[config.mk]
export PLATFORM = sky130hd
export DESIGN_NAME = rr_decode_arbiter
export DESIGN_NICKNAME = d
export VERILOG_FILES = /design/src/rtl/rr_decode_arbiter.sv
export SDC_FILE = /design/constraint.sdc
export NUM_CORES = 1
export LEC_CHECK = 0
export ABC_CLOCK_PERIOD_IN_PS = 4700
export CAP_MARGIN = 20
export CELL_PAD_IN_SITES_DETAIL_PLACEMENT = 1
export CELL_PAD_IN_SITES_GLOBAL_PLACEMENT = 2
export CORE_MARGIN = 3
export CORE_UTILIZATION = 35
export DETAILED_ROUTE_END_ITERATION = 8
export HOLD_SLACK_MARGIN = 0.03
export PLACE_DENSITY_LB_ADDON = 0.1
export SETUP_SLACK_MARGIN = 0.4
export SLEW_MARGIN = 20
export SYNTH_ARGS = -nofsm -noshare
export SYNTH_HDL_FRONTEND = slang
export SYNTH_SLANG_ARGS = --single-unit
[constraint.sdc]
create_clock -name clk -period 4.7 [get_ports clk]
set_clock_uncertainty 0.2 [all_clocks]
set_input_delay 1.41 -clock clk [delete_from_list [all_inputs] [get_ports clk]]
set_output_delay 1.41 -clock clk [all_outputs]
set_load 0.01 [all_outputs]
[src/rtl/rr_decode_arbiter.sv]
// Round-robin arbiter granting one 3-to-8 one-hot select resource to one of
// N_REQ requesters. Grants are registered. A grant is held until the owner
// releases it or MAX_HOLD cycles elapse. Every change of owner is separated by
// a one-cycle GAP in which no grant is asserted.
module rr_decode_arbiter #(
   parameter int N_REQ    = 8,
   parameter int IDX_W    = 3,
   parameter int MAX_HOLD = 16
) (
   input  logic             clk,
   input  logic             rst,
   input  logic             en,
   input  logic [N_REQ-1:0] req,
   output logic [N_REQ-1:0] grant,
   output logic [IDX_W-1:0] grant_idx,
   output logic             grant_valid,
   output logic             expired
);

   localparam int CNT_W = (MAX_HOLD > 2) ? $clog2(MAX_HOLD) : 1;
   localparam logic [CNT_W-1:0] HOLD_LAST = CNT_W'(MAX_HOLD - 1);

   typedef enum logic [1:0] {
      IDLE = 2'd0,
      OWN  = 2'd1,
      GAP  = 2'd2
   } state_t;

   state_t           state, nxt_state;
   logic [IDX_W-1:0] ptr, nxt_ptr;
   logic [CNT_W-1:0] hold_cnt, nxt_hold_cnt;
   logic [N_REQ-1:0] nxt_grant;
   logic [IDX_W-1:0] nxt_grant_idx;
   logic             nxt_expired;

   logic [IDX_W-1:0] win_idx;
   logic [IDX_W-1:0] cand;
   logic             found;
   logic             any_req;

   assign any_req     = |req;
   assign grant_valid = |grant;

   // Round-robin search: first set request after ptr, wrapping modulo N_REQ
   always_comb begin
      win_idx = '0;
      found   = 1'b0;
      cand    = '0;
      for (int unsigned i = 1; i <= N_REQ; i++) begin
         cand = ptr + IDX_W'(i);
         if (!found && req[cand]) begin
            win_idx = cand;
            found   = 1'b1;
         end
      end
   end

   // Next-state and next-output logic
   always_comb begin
      nxt_state     = state;
      nxt_ptr       = ptr;
      nxt_hold_cnt  = hold_cnt;
      nxt_grant     = grant;
      nxt_grant_idx = grant_idx;
      nxt_expired   = 1'b0;

      case (state)
         IDLE: begin
            if (en && any_req) begin
               nxt_state     = OWN;
               nxt_ptr       = win_idx;
               nxt_grant_idx = win_idx;
               nxt_grant     = N_REQ'(1) << win_idx;
               nxt_hold_cnt  = '0;
            end
         end
         OWN: begin
            // Timeout takes priority over release so a simultaneous release still flags expiry
            if (!en) begin
               nxt_state = IDLE;
               nxt_grant = '0;
            end else if (hold_cnt == HOLD_LAST) begin
               nxt_state   = GAP;
               nxt_grant   = '0;
               nxt_expired = 1'b1;
            end else if (!req[grant_idx]) begin
               nxt_state = GAP;
               nxt_grant = '0;
            end else begin
               nxt_hold_cnt = hold_cnt + 1'b1;
            end
         end
         GAP: begin
            if (en && any_req) begin
               nxt_state     = OWN;
               nxt_ptr       = win_idx;
               nxt_grant_idx = win_idx;
               nxt_grant     = N_REQ'(1) << win_idx;
               nxt_hold_cnt  = '0;
            end else begin
               nxt_state = IDLE;
            end
         end
         default: begin
            nxt_state = IDLE;
            nxt_grant = '0;
         end
      endcase
   end

   // State and registered outputs, asynchronously cleared
   always_ff @(posedge clk or posedge rst) begin
      if (rst) begin
         state     <= IDLE;
         ptr       <= IDX_W'(N_REQ - 1);
         hold_cnt  <= '0;
         grant     <= '0;
         grant_idx <= '0;
         expired   <= 1'b0;
      end else begin
         state     <= nxt_state;
         ptr       <= nxt_ptr;
         hold_cnt  <= nxt_hold_cnt;
         grant     <= nxt_grant;
         grant_idx <= nxt_grant_idx;
         expired   <= nxt_expired;
      end
   end

endmodule

[After elaboration in Yosys (flattened, before gate mapping)]
Cells that the tools add are included.
Storage, ports and cells
  register bits: 21
  input bits: 11
  output and inout port bits: 13
  word-level logic and storage cells: 109
Operators by class
  add/sub/neg operators: 8
  $lt $le $gt $ge: 9
  eq/ne operators: 9
  shift operators: 1
  mux-type cells: 52
  reduce and logical (&&, ||, !) cells: 24
Operators by type and width (number)
  3-bit by 4-bit < comparator with 1-bit output, second input constant: 9
  8-bit two-way mux: 4
  1-bit binary-select mux with 3-bit select: 9
  3-bit two-way mux: 8
  1-bit two-way mux: 20
  4-bit two-way mux: 4
  8-bit one-hot mux with 2 select lines: 1
  8-bit OR reduction: 2
  3-bit adder, second input constant: 4
  1-bit logical AND: 8
  2-bit two-way mux: 4
  2-bit != test, second input constant: 4
  4-bit one-hot mux with 2 select lines: 1
  1-bit by 3-bit left shift with 8-bit output, first input constant: 1
  1-bit zero test: 7
  3-bit by 2-bit adder with 3-bit output, second input constant: 2
  2-bit one-hot mux with 3 select lines: 1
  2-bit AND reduction: 3
  5-bit AND reduction: 1
  4-bit by 1-bit adder with 4-bit output, second input constant: 1
  4-bit equality test, second input constant: 1
  4-bit != test, second input constant: 1
  3-bit by 1-bit adder with 3-bit output, second input constant: 1
  2-bit by 1-bit equality test with 1-bit output, second input constant: 1
  5 further kinds: 5

[Depth between registers and ports, before layout]
  depth after elaboration: 28
  gate-level depth with buffers: 13
  mapped depth without buffers: 9

[Worst setup path after synthesis]
No wires, ideal clock.
  path type: register to register
  start: register ptr[0]
  end: register grant[1]
  library setup time: 122 ps
  data arrival time: 3045 ps
  data required time: 4378 ps
  path slack: 1333 ps
  stages on the path, launching flop included: 14
  path buffers: 4
  period minus slack after synthesis: 3367 ps
  path through: dfstp_2 -> buf_6 -> buf_6 -> clkbuf_1 -> inv_1 -> ha_1 -> buf_2 -> mux2i_1 -> mux2i_1 -> o211a_1 -> o311ai_2 -> a211oi_1 -> o21ba_2 -> a32o_1
On the way
  word-level cells in the longest chain between the ends: 28
  elaborated cells on any way between the ends: 55
  those cells by class: 7 x add/sub; 1 x shift; 33 x mux; 14 x reduce/logical
Ends and longest elaborated chain
  start: declaration: RTL line 30  | logic [IDX_W-1:0] ptr, nxt_ptr;
  start signal: assignment: RTL line 115  | ptr <= IDX_W'(N_REQ - 1);
  start signal: assignment: RTL line 122  | ptr <= nxt_ptr;
  3-bit by 1-bit adder with 3-bit output: RTL line 50  | cand = ptr + IDX_W'(i);
  1-bit binary-select mux with 3-bit select: RTL line 51  | if (!found && req[cand]) begin
  1-bit two-way mux (not written as such): RTL line 51
  1-bit two-way mux: RTL line 51
  1-bit zero test: RTL line 51
  1-bit logical AND: RTL line 51
  1-bit two-way mux: RTL line 51
  1-bit zero test: RTL line 51
  [... 12 more ...]
  1-bit logical AND: RTL line 51
  1-bit two-way mux: RTL line 51
  1-bit zero test: RTL line 51
  1-bit logical AND: RTL line 51
  3-bit two-way mux *: RTL line 51
  1-bit by 3-bit left shift with 8-bit output *: RTL line 73, 98
  8-bit two-way mux *: RTL line 69, 94
  8-bit one-hot mux with 2 select lines *: RTL line 67  | case (state)
  end signal: assignment: RTL line 124  | grant <= nxt_grant;
  end: declaration: RTL line 14  | output logic [N_REQ-1:0] grant,
Every way passes the cells marked *; elsewhere a longest branch is shown, timed or not. The select of a mux whose other input is x is not followed.
A chain may end at the register's enable or synchronous reset.

[Worst setup path in the final report]
  start: input port req[4]
  end: register grant[2]
On the way
  word-level cells in the longest chain between the ends: 27
  elaborated cells on any way between the ends: 55
  those cells by class: 2 x eq/ne; 1 x shift; 35 x mux; 17 x reduce/logical
Ends and longest elaborated chain
  start: declaration: RTL line 13  | input logic [N_REQ-1:0] req,
  1-bit binary-select mux with 3-bit select: RTL line 51
  1-bit two-way mux (not written as such): RTL line 51
  1-bit two-way mux: RTL line 51
  1-bit zero test: RTL line 51
  1-bit logical AND: RTL line 51
  1-bit two-way mux: RTL line 51
  1-bit zero test: RTL line 51
  1-bit logical AND: RTL line 51
  [... 11 more ...]
  1-bit logical AND: RTL line 51
  1-bit two-way mux: RTL line 51
  1-bit zero test: RTL line 51
  1-bit logical AND: RTL line 51
  3-bit two-way mux: RTL line 51
  1-bit by 3-bit left shift with 8-bit output: RTL line 73, 98
  8-bit two-way mux: RTL line 69, 94
  8-bit one-hot mux with 2 select lines: RTL line 67
Several ways; a longest one is shown, not always the timed one. The select of a mux whose other input is x is not followed.

==> flow_metrics.py <==
metrics = {
    "yosys": {
        "ys_types": 59,
        "ys_seq_area_share_pct": 28.29,
        "syn_nets": 211,
        "yosysWarnings": 0,
        "postSynthAreaPerCell_um2": 9.495,
        "ys_ff_latch": 21,
        "synth_top_area_share_pct": 24.08,
        "ys_top_cells_by_count": "24 x nand2_1, 18 x dfrtp_1, 15 x mux2i_1, 11 x nand3_1, 11 x o21ai_0",
        "synth_area_leaders": "dfrtp_1 24%, mux4_2 11%, mux2i_1 8.0%, nand2_1 4.8%, dfstp_2 4.2%",
        "synth_flop_cell": "dfrtp_1",
        "yosysMostFrequentCell": "nand2_1",
        "yosys.area.top_type": "dfrtp_1",
        "async_reset_ff_share_pct": 100.0,
        "synth_cells": 197,
        "synth_edf_count": 0,
        "syn-cell-area_um2": 1871,
    },
    "timing": {
        "worst_pin_slew_ns": 0.7998,
        "holdWs_ns": 0.3358,
        "rsz0062_at_grt": "false",
        "hold_violations": 0,
        "drv_slew": 0,
        "setup_tns_ns": 0,
        "max_freq_ghz": 0.2555,
        "post-route-period-util_pct": 83.27,
        "fin_ws_ns": 0.7865,
        "relSlewSlack_pct": 46.62,
        "setup_violations": 0,
        "fin_crit_ns": 3.914,
    },
    "clocking": {
        "numCtsBuffers": 3,
        "cts_buffer_depth": 2,
        "clock_latency_ns": 0.26,
        "cts.sinks": 21,
        "cts_setup_buffers": 0,
        "clock-root-buffer": "clkbuf_8",
        "path_clk_slew_ns": 0.08,
        "cts_tree": "done",
        "htreeDepth": 1,
    },
    "final_layout": {
        "area_growth_pct": 16.52,
        "fillCellCount": 610,
        "fin_nets": 231,
        "antenna_cells": 0,
        "drive_gt1_share_pct": 12.50,
    },
    "route": {
        "dr.pass1.iters": 4,
        "vias": 1700,
        "wl_mm": 5.357,
        "ant_nets": 0,
        "wl_per_cell_um": 18.93,
        "drc": 0,
        "drt_iter0_markers": 125,
        "viasPerCell": 6.007,
    },
    "grt": {
        "grt_pass1_vias": 1736,
        "grt_overflow": 0,
        "antenna_found_initial": 0,
        "busiest_layer": "met2",
        "grt_use_met1_pct": 25.16,
        "grt_pass1_wl_mm": 9.177,
        "grt_util_met2_pct": 32.15,
        "grt_util_met3_pct": 1.361,
        "track_usage_pct": 18.29,
        "grt_max_degree": 27,
    },
    "worst_setup_path": {
        "critPathTopFamily": "multiplexers",
        "slowest_delay_ns": 0.64,
        "cp_slowest_cell": "mux4_2",
        "crit_chain": "clkdlybuf4s50_1, mux4_2, mux2i_4, nand3_1, o41a_1, o21a_2, o31ai_1",
        "cp.required_ns": 4.66,
        "path_max_fanout": 8,
        "worst-path-buf-inv": 1,
        "endpoint_kind": "register",
        "crit_arrival_ns": 3.87,
        "critPathLaunchType": "input pin",
        "crit_type": "input pin to register",
    },
    "floorplanning": {
        "coreArea_um2": 4942,
        "num_rows": 25,
        "initial_core_util_pct": 37.85,
        "dieArea_um2": 6258,
        "die_y_um": 79.11,
        "die_x_um": 79.11,
        "io_pins": 24,
    },
    "placed_design": {
        "dp_slack_ns": 0.3972,
        "port_buffers": 23,
        "dp_hpwl_mm": 4.162,
        "gp_congestion": 0.9411,
    },
    "power_and_ir_drop": {
        "finalPower_w": 0.001783,
        "cellPowerDensity_nw_per_um2": 817.9,
        "p_leak_nw": 0.8541,
        "ir_drop_v": 0.0003591,
    },
    "flow_run": {
        "maxCapViolations": 0,
    },
    "worst_hold_path": {
        "holdCritPathClass": "register to register",
    },
    "status": {
        "status": "completed",
    },
}
## placed cells by master (no fill, tap or decap), types with 2 or more instances in the layout
cell type	synthesis	layout
xnor2_1	2	2
nand2b_1	3	3
o22ai_1	4	4
o2111ai_1	2	2
o2111a_1	2	2
o31ai_1	4	4
xor2_1	2	2
mux4_2	9	9
a21o_1	3	3
nand3_1	11	11
mux2i_1	15	15
clkdlybuf4s50_1	0	23
dfstp_2	3	3
nor3_1	2	2
ha_1	3	3
clkbuf_8	0	3
nand2_1	24	24
nor2b_1	5	5
a21oi_1	7	7
nor4_1	4	4
o21ai_1	3	3
buf_4	1	2
dfrtp_1	18	18
o221ai_1	2	2
a32o_1	4	4
inv_1	5	5
and2_1	2	2
nor2_1	7	7
nand4_1	2	2
o21ai_0	11	11
## registers in the layout, indices dropped and copies added (netlist names)
name and cells:
grant_idx 3, expired 1, state 2, ptr 3, hold_cnt 4, grant 8
## what timing repair did
action                     4_1_cts  5_1_grt
gates resized for setup          0        1
hold buffers                     0        0
setup endpoints to repair        0        2
## routing by layer
layer	share of wire [%]	vias up
met4	0.54	0
met5	0	-
met3	2.9	4
met1	46	855
li1	-	802
met2	51	39
## report_power, final
part           switching, W  internal [W]
Sequential        0.0000692      0.000241
Clock             0.0000608     0.0000590
Combinational      0.000789      0.000563
Total              0.000919      0.000863
## final cells by class
cell class | instances | area (µm²) | area share, %
Multi-Input combinational cell | 161 | 1256 | 57.63
Sequential cell | 21 | 529.3 | 24.28
Timing Repair Buffer | 25 | 245.2 | 11.25
Tap cell | 67 | 83.83 | 3.846
Clock buffer | 3 | 41.29 | 1.894
Inverter | 5 | 18.77 | 0.8611
Clock inverter | 1 | 5.005 | 0.2296
## metrics by stage
step	instances	area (µm²)	utilization [%]
6_report	283	2180	44.10
5_1_grt	283	2180	44.10
4_1_cts	283	2180	44.10
3_5_place_dp	279	2133	43.16
3_3_place_gp	279	2133	43.16
2_1_floorplan	197	1871	-
## kinds of logic (layout without fill, tap and decap cells)
family                     Yosys count  in the layout  share of synthesized area (%)
and+or+nand+nor                     69             69                          18.86
AOI/OAI and AO/OA                   59             59                          23.75
xor gates and xnor gates             4              4                          1.873
buffers and inverters               15             34                          4.548
adders and majority gates            3              3                          2.007
muxes                               26             26                          20.67
DFF                                 21             21                          28.29
## worst paths after layout
path	from	endpoint	slack, ns	cells past startpoint
min in group asynchronous	rst	grant_idx[2]	1.40	2
hold reg to reg	grant[0]	grant[0]	0.34	2
setup / recovery	req[4]	grant[2]	0.79	7
max in group asynchronous	rst	hold_cnt[3]	2.40	2
setup reg to reg	ptr[1]	grant[2]	1.40	9
hold / removal	grant[0]	grant[0]	0.34	2
## tightest hold or removal path: stages (launching register included)
cell and delay, ns:
dfrtp_1 0.38, nand2_1 0.06, o31ai_1 0.06
No activity file was read; power rests on OpenSTA's default activity.
